$ cat src/rtl/cc_req_decoder.sv
// Read-path front end: two-entry skid FIFO for AR requests, splits the head address into
// tag/index/offset and issues it when no downstream FIFO is almost full.
module cc_req_decoder #(
   parameter int ADDR_W   = 32,
   parameter int OFFSET_W = 6,
   parameter int INDEX_W  = 9,
   parameter int NUM_FIFO = 4,
   parameter int SEQ_W    = 4,
   parameter int STALL_W  = 8,
   localparam int TAG_W   = ADDR_W - INDEX_W - OFFSET_W
) (
   input  logic                clk,
   input  logic                rst_n,
   input  logic [ADDR_W-1:0]   inct_araddr_i,
   input  logic                inct_arvalid_i,
   output logic                inct_arready_o,
   input  logic [NUM_FIFO-1:0] fifo_afull_i,
   output logic                req_valid_o,
   output logic [TAG_W-1:0]    tag_o,
   output logic [INDEX_W-1:0]  index_o,
   output logic [OFFSET_W-1:0] offset_o,
   output logic [SEQ_W-1:0]    seq_o,
   output logic                hs_pulse_o,
   output logic [STALL_W-1:0]  stall_cnt_o
);

   generate
      if (TAG_W < 1) begin : g_bad_tag_w
         $error("cc_req_decoder: ADDR_W must exceed INDEX_W + OFFSET_W");
      end
   endgenerate

   logic [1:0]         r_cnt;
   logic               r_wr_ptr;
   logic               r_rd_ptr;
   logic [SEQ_W-1:0]   r_seq_ctr;
   logic [STALL_W-1:0] r_stall_cnt;
   logic [ADDR_W-1:0]  r_addr_mem [2];
   logic [SEQ_W-1:0]   r_seq_mem  [2];

   logic              w_push;
   logic              w_pop;
   logic              w_issue_ok;
   logic [ADDR_W-1:0] w_head_addr;

   // Ready must never look at the afull flags, only at local occupancy.
   assign inct_arready_o = rst_n & (r_cnt != 2'd2);
   assign w_push         = inct_arvalid_i & inct_arready_o;
   assign w_issue_ok     = ~|fifo_afull_i;
   assign req_valid_o    = rst_n & (r_cnt != 2'd0);
   assign hs_pulse_o     = req_valid_o & w_issue_ok;
   assign w_pop          = hs_pulse_o;

   assign w_head_addr = r_addr_mem[r_rd_ptr];
   assign tag_o       = w_head_addr[ADDR_W-1 -: TAG_W];
   assign index_o     = w_head_addr[OFFSET_W +: INDEX_W];
   assign offset_o    = w_head_addr[OFFSET_W-1:0];
   assign seq_o       = r_seq_mem[r_rd_ptr];
   assign stall_cnt_o = r_stall_cnt;

   // Entry storage is never reset; its contents are invisible while the FIFO is empty.
   generate
      for (genvar gi = 0; gi < 2; gi++) begin : g_entry
         always_ff @(posedge clk) begin
            if (w_push && (r_wr_ptr == 1'(gi))) begin
               r_addr_mem[gi] <= inct_araddr_i;
               r_seq_mem[gi]  <= r_seq_ctr;
            end
         end
      end
   endgenerate

   always_ff @(posedge clk) begin
      if (!rst_n) begin
         r_cnt       <= 2'd0;
         r_wr_ptr    <= 1'b0;
         r_rd_ptr    <= 1'b0;
         r_seq_ctr   <= '0;
         r_stall_cnt <= '0;
      end else begin
         if (w_push) begin
            r_wr_ptr  <= ~r_wr_ptr;
            r_seq_ctr <= r_seq_ctr + 1'b1;
         end
         if (w_pop) begin
            r_rd_ptr <= ~r_rd_ptr;
         end
         if (w_push && !w_pop) begin
            r_cnt <= r_cnt + 2'd1;
         end else if (w_pop && !w_push) begin
            r_cnt <= r_cnt - 2'd1;
         end
         if (req_valid_o && !w_issue_ok && (r_stall_cnt != '1)) begin
            r_stall_cnt <= r_stall_cnt + 1'b1;
         end
      end
   end

endmodule

$ cat config.mk
export PLATFORM = sky130hd
export DESIGN_NAME = cc_req_decoder
export DESIGN_NICKNAME = d
export VERILOG_FILES = /design/src/rtl/cc_req_decoder.sv
export SDC_FILE = /design/constraint.sdc
export NUM_CORES = 1
export LEC_CHECK = 0
export ABC_CLOCK_PERIOD_IN_PS = 7630
export CORE_MARGIN = 1.5
export CORE_UTILIZATION = 30
export CTS_CLUSTER_DIAMETER = 100
export DETAILED_ROUTE_END_ITERATION = 12
export PLACE_DENSITY = 0.56
export SYNTH_ARGS = -nofsm -noshare
export SYNTH_HDL_FRONTEND = slang
export SYNTH_SLANG_ARGS = --single-unit
$ cat constraint.sdc
create_clock -name clk -period 7.63 [get_ports clk]
set_input_delay 1.1445 -clock clk [delete_from_list [all_inputs] [get_ports clk]]
set_output_delay 1.1445 -clock clk [all_outputs]
set_load 0.005 [all_outputs]
==> flow_metrics.py, run 1 <==
metrics = {
    "min_path": {
        "hold_depth": 0,
        "min_to": "r_seq_mem[0][3]",
        "hp-start": "r_seq_ctr[3]",
        "hold_path.class": "reg2reg",
    },
    "clock_tree": {
        "clkSlewWorstSetupHoldPaths_ns": 0.06,
        "post_cts_buffers": 0,
        "cts-htree-levels": 3,
        "cts-root-buf": "clkbuf_16",
        "numClockSinks": 89,
        "cts_resized": 0,
        "clock_latency_ns": 0.33,
        "clk_path_buf_depth": 2,
        "cts_hold_buf": 0,
        "cts_made_buffers": 9,
        "cts_tree": "built",
    },
    "timing": {
        "setup-violations-final": 0,
        "setup_tns_ns": 0,
        "rsz0062_at_grt": "no",
        "maxSlewViolCount": 0,
        "fin_crit_sh_pct": 50.9,
        "clock.fmax_ghz": 0.258,
        "tightestPinTransition_ns": 1.12,
        "min_period_ns": 3.88,
        "slew_headroom_pct": 25.4,
        "hold_viol_final": 0,
        "fin_skew_ns": 0.00420,
    },
    "critical_path": {
        "r2r_slack_ns": 5.54,
        "crit_fanout": 5,
        "reg2reg_depth": 2,
        "crit-reg2reg-launch": "r_cnt[0]",
        "startpoint_type": "input pin",
        "critPathKind": "in2out",
        "cp.arrival_ns": 2.74,
        "r2r_end": "r_addr_mem[1][14]",
        "startpoint": "fifo_afull_i[1]",
        "required_ns": 6.49,
        "end_kind": "primary output",
    },
    "final_layout": {
        "area_growth_pct": 37.8,
        "layout.cells.non_filler": 438,
        "seqCellArea_um2": 2500,
        "nFillCells": 1016,
        "diodes": 0,
        "layout-drive-gt1-share_pct": 21.8,
        "final_nets": 335,
        "multi_input_comb_area_um2": 875,
    },
    "routing": {
        "first_iter_violations": 68,
        "totalWireLength_um": 6600,
        "drtAntennaViolNets": 0,
        "drc": 0,
        "wl_per_cell_um": 15.1,
        "drtPass1Iterations": 4,
        "via_per_inst": 4.55,
        "dr_total_vias": 1995,
    },
    "synth": {
        "syn_inst": 205,
        "ys_ff_latch": 89,
        "synth_cell_types": 34,
        "synth-edff-count": 72,
        "ys.warnings.count": 0,
        "synth_area_leaders": "edfxtp_1 (63%), mux2_2 (12%), dfxtp_1 (9.9%)",
        "netlist_area_um2": 3440,
        "yosysTopAreaCell": "edfxtp_1",
        "async_flop_share_pct": 0,
        "seq_area_frac_synth_pct": 72.8,
        "synth_top_area_share_pct": 62.9,
        "avgSynthCellArea_um2": 16.8,
        "synth_common_cells": "edfxtp_1 (72), mux2_2 (36), dfxtp_1 (17), nor2_1 (13), inv_1 (7)",
        "synth_fp_nets": 247,
        "ys.flop_type": "edfxtp_1",
        "yosys.cell_count.top_type": "edfxtp_1",
    },
    "power_and_ir_drop": {
        "power_density_nw_per_um2": 229,
        "ir_drop_v": 0.000122,
        "cellLeakagePower_nw": 1.60,
    },
    "placed_design": {
        "hpwl_um": 4160,
        "port_buffers": 85,
        "dp_cells": 422,
        "gp_congestion": 0.680,
    },
    "die": {
        "die-area_um2": 12100,
        "initial_core_util_pct": 31.3,
        "die_h_um": 110,
        "num_rows": 38,
        "boundaryPins": 86,
        "core_um2": 11000,
        "die_w_um": 110,
    },
    "global_routing": {
        "grt.total_usage_pct": 11.2,
        "antenna_found_initial": 0,
        "grt-ovfl-total": 0,
        "grt_pass1_wl_um": 9960,
        "grt_pass1_vias": 2061,
        "grt_max_degree": 37,
    },
    "outcome": {
        "status": "finished, final reports clean",
    },
    "flow_run": {
        "drv_cap": 0,
    },
}
## stage by stage
| step | hold slack (ns) | area [µm²] | util [%] | power, W | setup slack (ns) |
|---|---|---|---|---|---|
| floorplan | 0.434 | 3440 | - | 0.000597 | 4.16 |
| global placement | 0.464 | 4430 | 40.4 | 0.000653 | 3.77 |
| detailed placement | 0.479 | 4430 | 40.4 | 0.000655 | 3.73 |
| CTS | 0.491 | 4740 | 43.1 | 0.00110 | 3.73 |
| global route | 0.508 | 4740 | 43.1 | 0.00113 | 3.64 |
| finish | 0.489 | 4740 | 43.1 | 0.00108 | 3.75 |
## flip-flops by register name, summed over array words and instances (netlist names), named ones only
register and flops:
r_addr_mem 64, r_seq_mem 8, stall_cnt_o 8, r_seq_ctr 4, r_cnt 2, r_rd_ptr 1, r_wr_ptr 1
## power by group
group          leakage [nW]   total, W  internal (W)  switching [W]
Combinational         0.653  0.0000875     0.0000524      0.0000351
Clock                 0.148   0.000441      0.000257       0.000184
Sequential            0.803   0.000555      0.000546     0.00000857
Total                  1.60    0.00108      0.000855       0.000228
## layout by cell type (no fill, tap or decap), drive strengths merged
cell           instances
nor4                   1
bufinv                 1
nand4                  2
o2111ai                1
and3                   4
a31oi                  2
ha                     3
o21a                   1
and4                   2
or3                    2
mux2                  36
o21ai                  4
clkbuf                 9
clkinv                 4
a311oi                 2
a21oi                  4
nor3                   5
nor2                  13
nor3b                  1
nand3                  4
mux2i                  2
xnor2                  3
dfxtp                 17
nand2                  3
clkdlybuf4s50         85
xor2                   4
edfxtp                72
inv                   10
o211ai                 1
## final cells by class
class	instances	share of cell area [%]
well taps	140	3.70
inverters	8	0.634
flip-flops and latches	89	52.9
multi-input cells	100	18.5
repair buffers	85	18.0
clock inverters	7	1.64
clock buffers	9	4.75
## cell families (layout without fill, tap and decap cells)
logic type / after synthesis / in the layout / share of synthesized area, %
DFF: 89 / 89 / 72.8
muxes: 38 / 38 / 12.4
and+or+nand+nor: 37 / 37 / 6.59
buffers and inverters: 16 / 109 / 2.18
AOI/OAI and AO/OA: 15 / 15 / 3.17
xor gates and xnor gates: 7 / 7 / 1.78
adders and majority gates: 3 / 3 / 1.09
## worst max-delay path, stage by stage
cell	delay, ns
clkdlybuf4s50_1	0.44
nor4_4	0.47
nand2_2	0.11
inv_2	0.08
clkdlybuf4s50_1	0.49
## how the worst max path moves through the flow
stage | endpoint | slack (ns) | cells after the start
2_1_floorplan | r_addr_mem[0][0] | 4.16 | 3
3_3_place_gp | hs_pulse_o | 3.77 | 5
3_5_place_dp | hs_pulse_o | 3.73 | 5
4_1_cts | hs_pulse_o | 3.73 | 5
5_1_grt | hs_pulse_o | 3.64 | 5
6_report | hs_pulse_o | 3.75 | 5
## per-layer routing
| layer | global-route usage (%) | vias to the layer above | part of all wire [%] |
|---|---|---|---|
| li1 | - | 953 | - |
| met1 | 13.4 | 976 | 44 |
| met2 | 18.7 | 62 | 49 |
| met3 | 4.23 | 4 | 6.9 |
| met4 | 3.34 | 0 | 0.65 |
| met5 | 0 | - | 0 |
No activity file was read; power rests on OpenSTA's default activity.
==> run 2: changes to the inputs <==
--- a/config.mk
+++ b/config.mk
@@ -5,12 +5,12 @@
 export SDC_FILE = /design/constraint.sdc
 export NUM_CORES = 1
 export LEC_CHECK = 0
-export ABC_CLOCK_PERIOD_IN_PS = 7630
+export ABC_CLOCK_PERIOD_IN_PS = 3370
 export CORE_MARGIN = 1.5
 export CORE_UTILIZATION = 30
 export CTS_CLUSTER_DIAMETER = 100
 export DETAILED_ROUTE_END_ITERATION = 12
-export PLACE_DENSITY = 0.56
+export PLACE_DENSITY = 0.58
 export SYNTH_ARGS = -nofsm -noshare
 export SYNTH_HDL_FRONTEND = slang
 export SYNTH_SLANG_ARGS = --single-unit
==> constraint.sdc (replaced) <==
create_clock -name clk -period 3.37 [get_ports clk]
set_input_delay 0.5055 -clock clk [delete_from_list [all_inputs] [get_ports clk]]
set_output_delay 0.5055 -clock clk [all_outputs]
set_load 0.005 [all_outputs]
==> run 2 against run 1 <==
Effect of this change: sequential cell count stayed put; utilization rose by 0.36 points; cell count increased by 0.91%; sequential share of layout area shrank 0.44 points; first-iteration DRC count rose by 2.9%; register-to-register slack got worse by 4.2 ns; routed wire length fell by 3.0%; die area is the same; combinational power grew 130%; non-clock buffer count grew 4; clock-buffer cell count is 2 higher; clock power grew 130%.
==> flow_metrics.py, run 2 (synthesis gave the netlist of run 1 again) <==
metrics = {
    "outcome": {
        "status": "finished, final reports clean",
    },
    "final_layout": {
        "largest_register_ffs": 64,
        "regMostFlops": "r_addr_mem",
        "area_growth_pct": 39.0,
        "final_nets": 339,
        "layout.cells.most_common": "clkdlybuf4s50_1",
        "layout-drive-gt1-share_pct": 22.2,
        "diodes": 0,
        "layout_common_cells": "clkdlybuf4s50_1 (85), edfxtp_1 (72), mux2_2 (36), dfxtp_1 (16), nor2_1 (11)",
        "stdcell_area_um2": 4780,
    },
    "placed_design": {
        "hpwl_um": 4080,
        "gp_congestion": 0.777,
        "port_buffers": 85,
        "placed_cell_area_um2": 4460,
    },
    "die": {
        "die-area_um2": 12100,
        "core_um2": 11000,
        "initial_core_util_pct": 31.3,
        "num_rows": 38,
        "boundaryPins": 86,
        "die_h_um": 110,
        "die_w_um": 110,
    },
    "clock_tree": {
        "cts_hold_buf": 0,
        "numClockSinks": 89,
        "clock_latency_ns": 0.33,
        "cts_tree": "built",
        "clkSlewWorstSetupHoldPaths_ns": 0.06,
        "cts-root-buf": "clkbuf_16",
        "cts_resized": 0,
        "cts-htree-levels": 3,
        "cts_made_buffers": 9,
        "clk_path_buf_depth": 2,
        "post_cts_buffers": 0,
    },
    "power_and_ir_drop": {
        "total_power_w": 0.00249,
        "cellLeakagePower_nw": 1.62,
        "ir_drop_v": 0.000205,
        "power_density_nw_per_um2": 521,
    },
    "global_routing": {
        "grt_pass1_wl_um": 9650,
        "grt_pass1_vias": 1966,
        "grt_max_degree": 37,
        "grt-ovfl-total": 0,
        "grt.total_usage_pct": 10.9,
        "antenna_found_initial": 0,
    },
    "routing": {
        "drc": 0,
        "totalWireLength_um": 6410,
        "drtPass1Iterations": 4,
        "wl_per_cell_um": 14.5,
        "drtAntennaViolNets": 0,
        "via_per_inst": 4.56,
        "first_iter_violations": 70,
        "dr_total_vias": 2014,
    },
    "timing": {
        "hold_viol_final": 0,
        "rsz0062_at_grt": "no",
        "setup-violations-final": 0,
        "tightestPinTransition_ns": 0.566,
        "slew_headroom_pct": 62.1,
        "clock.fmax_ghz": 0.388,
        "fin_crit_sh_pct": 76.5,
        "min_period_ns": 2.58,
        "setup_tns_ns": 0,
        "maxSlewViolCount": 0,
        "fin_skew_ns": 0.00985,
    },
    "critical_path": {
        "cp_cell_sequence": "clkdlybuf4s50_1 -> nor4_4 -> nand2_2 -> inv_2 -> clkdlybuf4s50_1",
        "slowest_stage": "clkdlybuf4s50_1",
        "required_ns": 2.86,
        "critPathKind": "in2out",
        "crit_top_cell": "clkdlybuf4s50_1",
        "critical-path-top-delay-family": "buffers and inverters",
        "startpoint_type": "input pin",
        "end_kind": "primary output",
        "crit_fanout": 5,
        "crit_path_max_incr_delay_ns": 0.50,
        "cp.arrival_ns": 2.07,
        "critical_path_buf_inv_count": 3,
    },
    "flow_run": {
        "drv_cap": 0,
    },
    "min_path": {
        "hold_path.class": "reg2reg",
    },
}
==> run 2: changes by cell type in the layout (fill, tap and decap cells not counted) <==
cell | before | now
clkinv_4 | 3 | 1
clkbuf_1 | 0 | 2
buf_4 | 0 | 4
clkinvlp_4 | 0 | 1
bufinv_16 | 1 | 2
inv_6 | 2 | 0
==> run 2: worst paths after layout <==
check,from,endpoint,slack [ns],cells after the start
max,fifo_afull_i[1],hs_pulse_o,0.79,5
min,r_seq_ctr[3],r_seq_mem[0][3],0.48,0
max reg2reg,r_cnt[1],r_cnt[1],1.38,6
min reg2reg,r_seq_ctr[3],r_seq_mem[0][3],0.48,0
==> run 2: per-layer routing <==
| metal | wire [µm] | global-route usage, % | vias to the layer above |
|---|---|---|---|
| li1 | - | - | 954 |
| met1 | 2790 | 12.8 | 989 |
| met2 | 3130 | 18.1 | 59 |
| met3 | 378 | 3.29 | 12 |
| met4 | 107 | 5.29 | 0 |
| met5 | 0 | 0 | - |
==> run 2: power breakdown <==
group          internal (W)  switching (W)
sequential          0.00124      0.0000177
clock              0.000648       0.000383
combinational      0.000122      0.0000817
total               0.00201       0.000483
==> run 2: stage by stage <==
step	utilization, %	std cells	hold slack (ns)	setup WS, ns
floorplan	-	205	0.434	0.535
global placement	40.6	426	0.453	0.781
detailed placement	40.6	426	0.471	0.782
CTS	43.5	442	0.474	0.776
global route	43.5	442	0.501	0.659
finish	43.5	442	0.476	0.790
==> run 2: cell type report <==
type,instances,area [µm²]
inverters,8,30.0
multi-input cells,100,875
clock inverters,5,80.1
repair buffers,89,881
fillers,990,6210
flip-flops and latches,89,2500
clock buffers,11,233
well taps,140,175
